==> src/rtl/arm_boot_loader_if.sv <==
// +------------------------------------------------------------------+
// | arm_boot_loader_if: program stream, core and memory-port signals |
// | Rev 1.0                                                          |
// +------------------------------------------------------------------+
`default_nettype none

interface arm_boot_loader_if;
  logic        start;
  logic        ld_valid;
  logic [31:0] ld_data;
  logic        ld_last;
  logic        ld_ready;
  logic [31:0] core_mem_addr;
  logic [31:0] core_mem_data_in;
  logic        core_mem_write_en;
  logic        core_halted;
  logic [31:0] mem_addr;
  logic [31:0] mem_data_in;
  logic        mem_write_en;
  logic        core_rst;
  logic        busy;
  logic        done;
  logic        error;
  logic [15:0] word_count;

  modport slave (
    input  start, ld_valid, ld_data, ld_last,
    input  core_mem_addr, core_mem_data_in, core_mem_write_en, core_halted,
    output ld_ready, mem_addr, mem_data_in, mem_write_en,
    output core_rst, busy, done, error, word_count
  );

  modport master (
    output start, ld_valid, ld_data, ld_last,
    output core_mem_addr, core_mem_data_in, core_mem_write_en, core_halted,
    input  ld_ready, mem_addr, mem_data_in, mem_write_en,
    input  core_rst, busy, done, error, word_count
  );
endinterface

`default_nettype wire

==> src/rtl/arm_boot_loader.sv <==
// +------------------------------------------------------------------+
// | arm_boot_loader: loads a program into memory, then runs the core |
// | Rev 1.0                                                          |
// +------------------------------------------------------------------+
`default_nettype none

module arm_boot_loader #(
  parameter logic [31:0] LOAD_BASE   = 32'h0,
  parameter int unsigned MAX_WORDS   = 1024,
  parameter int unsigned RST_HOLD    = 2,
  parameter int unsigned HALT_CYCLES = 2
) (
  input logic              clk,
  input logic              rst_n,
  arm_boot_loader_if.slave bus
);

  typedef enum logic [2:0] {
    S_IDLE = 3'd0,
    S_LOAD = 3'd1,
    S_HOLD = 3'd2,
    S_RUN  = 3'd3,
    S_DONE = 3'd4,
    S_ERR  = 3'd5
  } state_e;

  localparam logic [15:0] C_LAST_IDX  = 16'(MAX_WORDS - 1);
  localparam logic [15:0] C_HOLD_LAST = 16'(RST_HOLD - 1);
  localparam logic [15:0] C_HALT_LAST = 16'(HALT_CYCLES - 1);

  state_e      state_q, state_d;
  logic [31:0] ptr_q, ptr_d;
  logic [15:0] wc_q, wc_d;
  logic [15:0] cnt_q, cnt_d;
  logic        ready_q, ready_d;
  logic        we_q, we_d;
  logic [31:0] addr_q, addr_d;
  logic [31:0] data_q, data_d;
  logic        core_rst_q, core_rst_d;
  logic        fin_q, fin_d;
  logic        ovf_q, ovf_d;

  always_ff @(posedge clk or negedge rst_n) begin
    if (!rst_n) begin
      state_q    <= S_IDLE;
      ptr_q      <= LOAD_BASE;
      wc_q       <= 16'd0;
      cnt_q      <= 16'd0;
      ready_q    <= 1'b0;
      we_q       <= 1'b0;
      addr_q     <= 32'd0;
      data_q     <= 32'd0;
      core_rst_q <= 1'b1;
      fin_q      <= 1'b0;
      ovf_q      <= 1'b0;
    end else begin
      state_q    <= state_d;
      ptr_q      <= ptr_d;
      wc_q       <= wc_d;
      cnt_q      <= cnt_d;
      ready_q    <= ready_d;
      we_q       <= we_d;
      addr_q     <= addr_d;
      data_q     <= data_d;
      core_rst_q <= core_rst_d;
      fin_q      <= fin_d;
      ovf_q      <= ovf_d;
    end
  end

  always_comb begin
    state_d = state_q;
    ptr_d   = ptr_q;
    wc_d    = wc_q;
    cnt_d   = cnt_q;
    ready_d = ready_q;
    we_d    = 1'b0;
    addr_d  = addr_q;
    data_d  = data_q;
    fin_d   = fin_q;
    ovf_d   = ovf_q;

    case (state_q)
      S_IDLE, S_DONE, S_ERR: begin
        if (bus.start) begin
          state_d = S_LOAD;
          ptr_d   = LOAD_BASE;
          wc_d    = 16'd0;
          ready_d = 1'b1;
          fin_d   = 1'b0;
          ovf_d   = 1'b0;
        end
      end
      S_LOAD: begin
        // fin/ovf mark the cycle in which the final write is on the port
        if (fin_q) begin
          state_d = S_HOLD;
          cnt_d   = 16'd0;
          fin_d   = 1'b0;
        end else if (ovf_q) begin
          state_d = S_ERR;
        end else if (ready_q && bus.ld_valid) begin
          we_d   = 1'b1;
          addr_d = ptr_q;
          data_d = bus.ld_data;
          ptr_d  = ptr_q + 32'd4;
          wc_d   = wc_q + 16'd1;
          if (bus.ld_last) begin
            ready_d = 1'b0;
            fin_d   = 1'b1;
          end else if (wc_q == C_LAST_IDX) begin
            ready_d = 1'b0;
            ovf_d   = 1'b1;
          end
        end
      end
      S_HOLD: begin
        if (cnt_q == C_HOLD_LAST) begin
          state_d = S_RUN;
          cnt_d   = 16'd0;
        end else begin
          cnt_d = cnt_q + 16'd1;
        end
      end
      S_RUN: begin
        if (bus.core_halted) begin
          if (cnt_q == C_HALT_LAST) begin
            state_d = S_DONE;
            cnt_d   = 16'd0;
          end else begin
            cnt_d = cnt_q + 16'd1;
          end
        end else begin
          cnt_d = 16'd0;
        end
      end
      default: begin
        state_d = S_IDLE;
        ready_d = 1'b0;
      end
    endcase

    core_rst_d = (state_d != S_RUN);
  end

  // The core owns the memory port combinationally only while running
  assign bus.mem_addr     = (state_q == S_RUN) ? bus.core_mem_addr     : addr_q;
  assign bus.mem_data_in  = (state_q == S_RUN) ? bus.core_mem_data_in  : data_q;
  assign bus.mem_write_en = (state_q == S_RUN) ? bus.core_mem_write_en : we_q;

  assign bus.ld_ready   = ready_q;
  assign bus.core_rst   = core_rst_q;
  assign bus.busy       = (state_q == S_LOAD) || (state_q == S_HOLD) || (state_q == S_RUN);
  assign bus.done       = (state_q == S_DONE);
  assign bus.error      = (state_q == S_ERR);
  assign bus.word_count = wc_q;

endmodule

`default_nettype wire

==> src/flat_wrapper.sv <==
// flat-port wrapper written by rule: the top's interface ports become plain ports
module arm_boot_loader_flat 
#(
  parameter logic [31:0] LOAD_BASE   = 32'h0,
  parameter int unsigned MAX_WORDS   = 1024,
  parameter int unsigned RST_HOLD    = 2,
  parameter int unsigned HALT_CYCLES = 2
)
  (clk, rst_n, bus_start, bus_ld_valid, bus_ld_data, bus_ld_last, bus_core_mem_addr, bus_core_mem_data_in, bus_core_mem_write_en, bus_core_halted, bus_ld_ready, bus_mem_addr, bus_mem_data_in, bus_mem_write_en, bus_core_rst, bus_busy, bus_done, bus_error, bus_word_count);
  arm_boot_loader_if bus_i ();
  input logic clk;
  input logic rst_n;
  input wire logic [$bits(bus_i.start)-1:0] bus_start;
  input wire logic [$bits(bus_i.ld_valid)-1:0] bus_ld_valid;
  input wire logic [$bits(bus_i.ld_data)-1:0] bus_ld_data;
  input wire logic [$bits(bus_i.ld_last)-1:0] bus_ld_last;
  input wire logic [$bits(bus_i.core_mem_addr)-1:0] bus_core_mem_addr;
  input wire logic [$bits(bus_i.core_mem_data_in)-1:0] bus_core_mem_data_in;
  input wire logic [$bits(bus_i.core_mem_write_en)-1:0] bus_core_mem_write_en;
  input wire logic [$bits(bus_i.core_halted)-1:0] bus_core_halted;
  output wire logic [$bits(bus_i.ld_ready)-1:0] bus_ld_ready;
  output wire logic [$bits(bus_i.mem_addr)-1:0] bus_mem_addr;
  output wire logic [$bits(bus_i.mem_data_in)-1:0] bus_mem_data_in;
  output wire logic [$bits(bus_i.mem_write_en)-1:0] bus_mem_write_en;
  output wire logic [$bits(bus_i.core_rst)-1:0] bus_core_rst;
  output wire logic [$bits(bus_i.busy)-1:0] bus_busy;
  output wire logic [$bits(bus_i.done)-1:0] bus_done;
  output wire logic [$bits(bus_i.error)-1:0] bus_error;
  output wire logic [$bits(bus_i.word_count)-1:0] bus_word_count;
  assign bus_i.start = bus_start;
  assign bus_i.ld_valid = bus_ld_valid;
  assign bus_i.ld_data = bus_ld_data;
  assign bus_i.ld_last = bus_ld_last;
  assign bus_i.core_mem_addr = bus_core_mem_addr;
  assign bus_i.core_mem_data_in = bus_core_mem_data_in;
  assign bus_i.core_mem_write_en = bus_core_mem_write_en;
  assign bus_i.core_halted = bus_core_halted;
  assign bus_ld_ready = bus_i.ld_ready;
  assign bus_mem_addr = bus_i.mem_addr;
  assign bus_mem_data_in = bus_i.mem_data_in;
  assign bus_mem_write_en = bus_i.mem_write_en;
  assign bus_core_rst = bus_i.core_rst;
  assign bus_busy = bus_i.busy;
  assign bus_done = bus_i.done;
  assign bus_error = bus_i.error;
  assign bus_word_count = bus_i.word_count;
  arm_boot_loader #(.LOAD_BASE(LOAD_BASE), .MAX_WORDS(MAX_WORDS), .RST_HOLD(RST_HOLD), .HALT_CYCLES(HALT_CYCLES)) u_core (.clk(clk), .rst_n(rst_n), .bus(bus_i));
endmodule
==> config.mk <==
export PLATFORM = sky130hd
export DESIGN_NAME = arm_boot_loader_flat
export DESIGN_NICKNAME = d
export VERILOG_FILES = /design/src/rtl/arm_boot_loader_if.sv /design/src/rtl/arm_boot_loader.sv /design/src/flat_wrapper.sv
export SDC_FILE = /design/constraint.sdc
export NUM_CORES = 1
export LEC_CHECK = 0
export ABC_CLOCK_PERIOD_IN_PS = 2100
export CORE_ASPECT_RATIO = 1.1
export CORE_MARGIN = 2
export CORE_UTILIZATION = 44
export DETAILED_ROUTE_END_ITERATION = 8
export MAX_ROUTING_LAYER = met4
export PLACE_DENSITY = 0.79
export SYNTH_ARGS = -nofsm -noshare
export SYNTH_HDL_FRONTEND = slang
export SYNTH_SLANG_ARGS = --single-unit
==> constraint.sdc <==
create_clock -name clk -period 2.1 [get_ports clk]
set_input_delay 0.315 -clock clk [delete_from_list [all_inputs] [get_ports clk]]
set_output_delay 0.315 -clock clk [all_outputs]
set_load 0.01 [all_outputs]
==> flow_metrics.tcl, run 1 <==
set metrics [dict create \
    synthTopCellsByCount "205 x nand2_1, 131 x dfrtp_1, 45 x nor2_1" \
    ys_types 48 \
    path_cells "nor2b_4 > nand2_8 > buf_12 > buf_12 > buf_12 > mux2_4 > buf_6" \
    critPathTopFamily "buffers and inverters" \
    post_drt_wl_per_cell_um 17.47 \
    synth-simple-area-share 0.2590 \
    seq_area_frac_synth 0.4893 \
    multiInputGateArea_um2 3563 \
    die_height_um 133.9 \
    grt.overflow.total 0 \
    crit_slowest_cell "dfrtp_1" \
    cp.required_ns 1.78 \
    cp-start-kind "register" \
    finalWeightedCongestion 0.8575 \
    synth_area_leaders "dfrtp_1 49%, nand2_1 11%, mux2_1 5.3%, mux2_2 5.2%, nor2_1 2.5%" \
    ff2ff_path_depth 7 \
    dr_total_vias 6424 \
    fin_crit_sh 1.076 \
    drc 0 \
    arrival_ns 1.94 \
    avgViaCountPerCell 5.435 \
    start_util 0.4486 \
    synthMuxAreaShare 0.1080 \
    worstReg2RegEnd "u_core.ptr_q[31]$_DFFE_PN0P_" \
    dr.pass1.iters 5 \
    finalSetupViolCount 71 \
    synth.avg_cell_area_um2 9.212 \
    antenna_left 0 \
    io_buffers 188 \
    rsz0062_at_grt "yes" \
    crit_type "reg2out" \
    synth_top_family_by_area "simple AND/OR/NAND/NOR gates" \
    drive_gt1_frac 0.2789 \
    dp.cells 1118 \
    synth_xor_area_frac 0.03891 \
    syn_inst 733 \
    clk_pin_slew_ns 0.05 \
    seqCellArea_um2 3306 \
    power.density_nw_per_um2 1147 \
    fin_area_um2 10480 \
    grt_pass1_wl_um 32840 \
    min_period_ns 2.260 \
    yosysTopAreaCell "dfrtp_1" \
    synth_edf_count 0 \
    syn-cell-area_um2 6753 \
    vdd_ir_drop_max_mv 0.6533 \
    n_antenna_cell 0 \
    grt_antenna_before_repair 0 \
    cp_common_cell "buf_12" \
    clock_latency_ns 0.42 \
    fmax_mhz 442.6 \
    numCtsBuffers 17 \
    ys_ff_latch 132 \
    syn_nets 840 \
    clock-sinks 132 \
    maxCapViolCount 0 \
    h-tree-depth 4 \
    cts_tree "done" \
    synthFlopType "dfrtp_1" \
    hold_slack_ns 0.4203 \
    status "finished with violations" \
    grt_start_max_net_pins 66 \
    cp_max_fo 7 \
    synth_compound_area_frac 0.06355 \
    finalWorstSetupSlack_ns -0.1596 \
    hpwl_um 12530 \
    grt_use_total 0.2634 \
    stdcell_count 1182 \
    ios 189 \
    r2r_setup_slack_ns -0.14 \
    p_leak_nw 4.923 \
    tightest_slew_ns 0.4770 \
    finalHoldViolCount 0 \
    synth.most_common_cell "nand2_1" \
    fillCellCount 1105 \
    row_count 47 \
    violations "setup timing" \
    area_growth_pct 55.20 \
    worst-path-buf-inv 4 \
    yosysTopAreaCellShare 0.4855 \
    cts_max_path_buffers 2 \
    hold_path_class "in2async" \
    dpl_cell_area_um2 9131 \
    wirelength_um 20650 \
    ys_async_sr_fraction 1.000 \
    die-area_um2 16360 \
    final_nets 1080 \
    worstSetupPathDepth 7 \
    root_buffer "clkbuf_16" \
    cp_slowest_stage_delay_ns 0.40 \
    yosys.area_share.adder 0.007412 \
    finalMaxSlewViolations 0 \
    die_w_um 122.1 \
    yosys_warnings 0 \
    first_global_vias 6461 \
    r2r_start "u_core.state_q[2]$_DFF_PN0_" \
    relSlewSlack 0.6820 \
    drt_iter0_drc 468 \
    end_kind "output pin" \
    skew_ns 0.008235 \
    core_area_um2 15050 \
]
## through the flow
stage               worst slack [ns]    util  total power (W)  setup TNS, ns
global route                 -0.2307  0.6961          0.01265         -10.38
CTS                          -0.1755  0.6914          0.01203         -7.034
global placement             -0.2645  0.6065         0.007698         -4.770
floorplan                   -0.05110       -         0.005522         -2.153
detailed placement           -0.3134  0.6065         0.007803         -7.011
finish                       -0.1596  0.6961          0.01202         -4.745
## cells in the final DEF, fill, tap and decap left out, types with 17 or more instances in the layout
cell type	n
buf_4	43
clkdlybuf4s50_1	119
mux2_4	36
dfrtp_1	130
mux2_2	27
clkbuf_16	17
nand2_1	204
nand4_1	19
buf_6	77
nand3_1	19
nor2_1	44
## worst max path at each step
stage	from	endpoint	slack (ns)
2_1_floorplan	u_core.state_q[0]$_DFF_PN0_	bus_mem_addr[10]	-0.05
3_3_place_gp	bus_ld_valid	u_core.ptr_q[28]$_DFFE_PN0P_	-0.26
3_5_place_dp	bus_ld_valid	u_core.ptr_q[20]$_DFFE_PN0P_	-0.31
4_1_cts	u_core.state_q[2]$_DFF_PN0_	bus_mem_addr[21]	-0.18
5_1_grt	u_core.state_q[2]$_DFF_PN0_	bus_mem_addr[19]	-0.23
6_report	u_core.state_q[2]$_DFF_PN0_	bus_mem_addr[19]	-0.16
## registers in the layout, summed over array words and instances, names as in the netlist
name and count:
u_core.addr_q 30, u_core.bus.core_rst 1, u_core.bus.ld_ready 1, u_core.bus.word_count 16, u_core.cnt_q 16, u_core.data_q 32
u_core.fin_q 1, u_core.ovf_q 1, u_core.ptr_q 30, u_core.state_q 3, u_core.we_q 1
## repair_timing
action | in CTS | in global routing
cloned | 9 | 0
setup endpoints to repair | 83 | 115
gates resized for setup | 387 | 37
hold endpoints to repair | 46 | 0
pin swaps | 27 | 8
hold buffers | 1 | 0
buffers inserted | 23 | 4
## cells by family after synthesis
| group | Yosys count |
|---|---|
| AND/OR/NAND/NOR | 375 |
| flip-flops | 132 |
| AO/OA/AOI/OAI | 72 |
| multiplexers | 65 |
| buffers and inverters | 55 |
| XOR/XNOR | 30 |
| adder cells (fa/ha/maj) | 4 |
## where the power goes
group / internal, W / total (W) / switching, W / leakage [nW]
combinational: 0.00336 / 0.00601 / 0.00265 / 2.88
sequential: 0.00298 / 0.00332 / 0.000336 / 1.78
clock: 0.00166 / 0.00269 / 0.00103 / 0.262
## per-layer routing
layer,track usage,part of all wire,vias up
li1,-,-,3022
met1,0.3123,0.40,3136
met2,0.4277,0.51,220
met3,0.06505,0.066,46
met4,0.1111,0.026,0
met5,-,0,-
## cell type report
class | instances | area share
clock inverter | 3 | 0.001671
timing repair buffer | 265 | 0.2662
sequential | 132 | 0.3154
clock buffer | 29 | 0.04967
multi-input combinational | 547 | 0.3400
tap | 196 | 0.02340
inverter | 10 | 0.003582
Note: power is estimated with default switching activity, not from simulation.
==> run 2: changes to the inputs <==
--- a/config.mk
+++ b/config.mk
@@ -10,6 +10,7 @@
 export CORE_MARGIN = 2
 export CORE_UTILIZATION = 44
 export DETAILED_ROUTE_END_ITERATION = 8
+export GPL_TIMING_DRIVEN = 1
 export MAX_ROUTING_LAYER = met4
 export PLACE_DENSITY = 0.79
 export SYNTH_ARGS = -nofsm -noshare
==> results of run 2 <==
No change in the layout: final DEF, timing and power equal those of run 1.
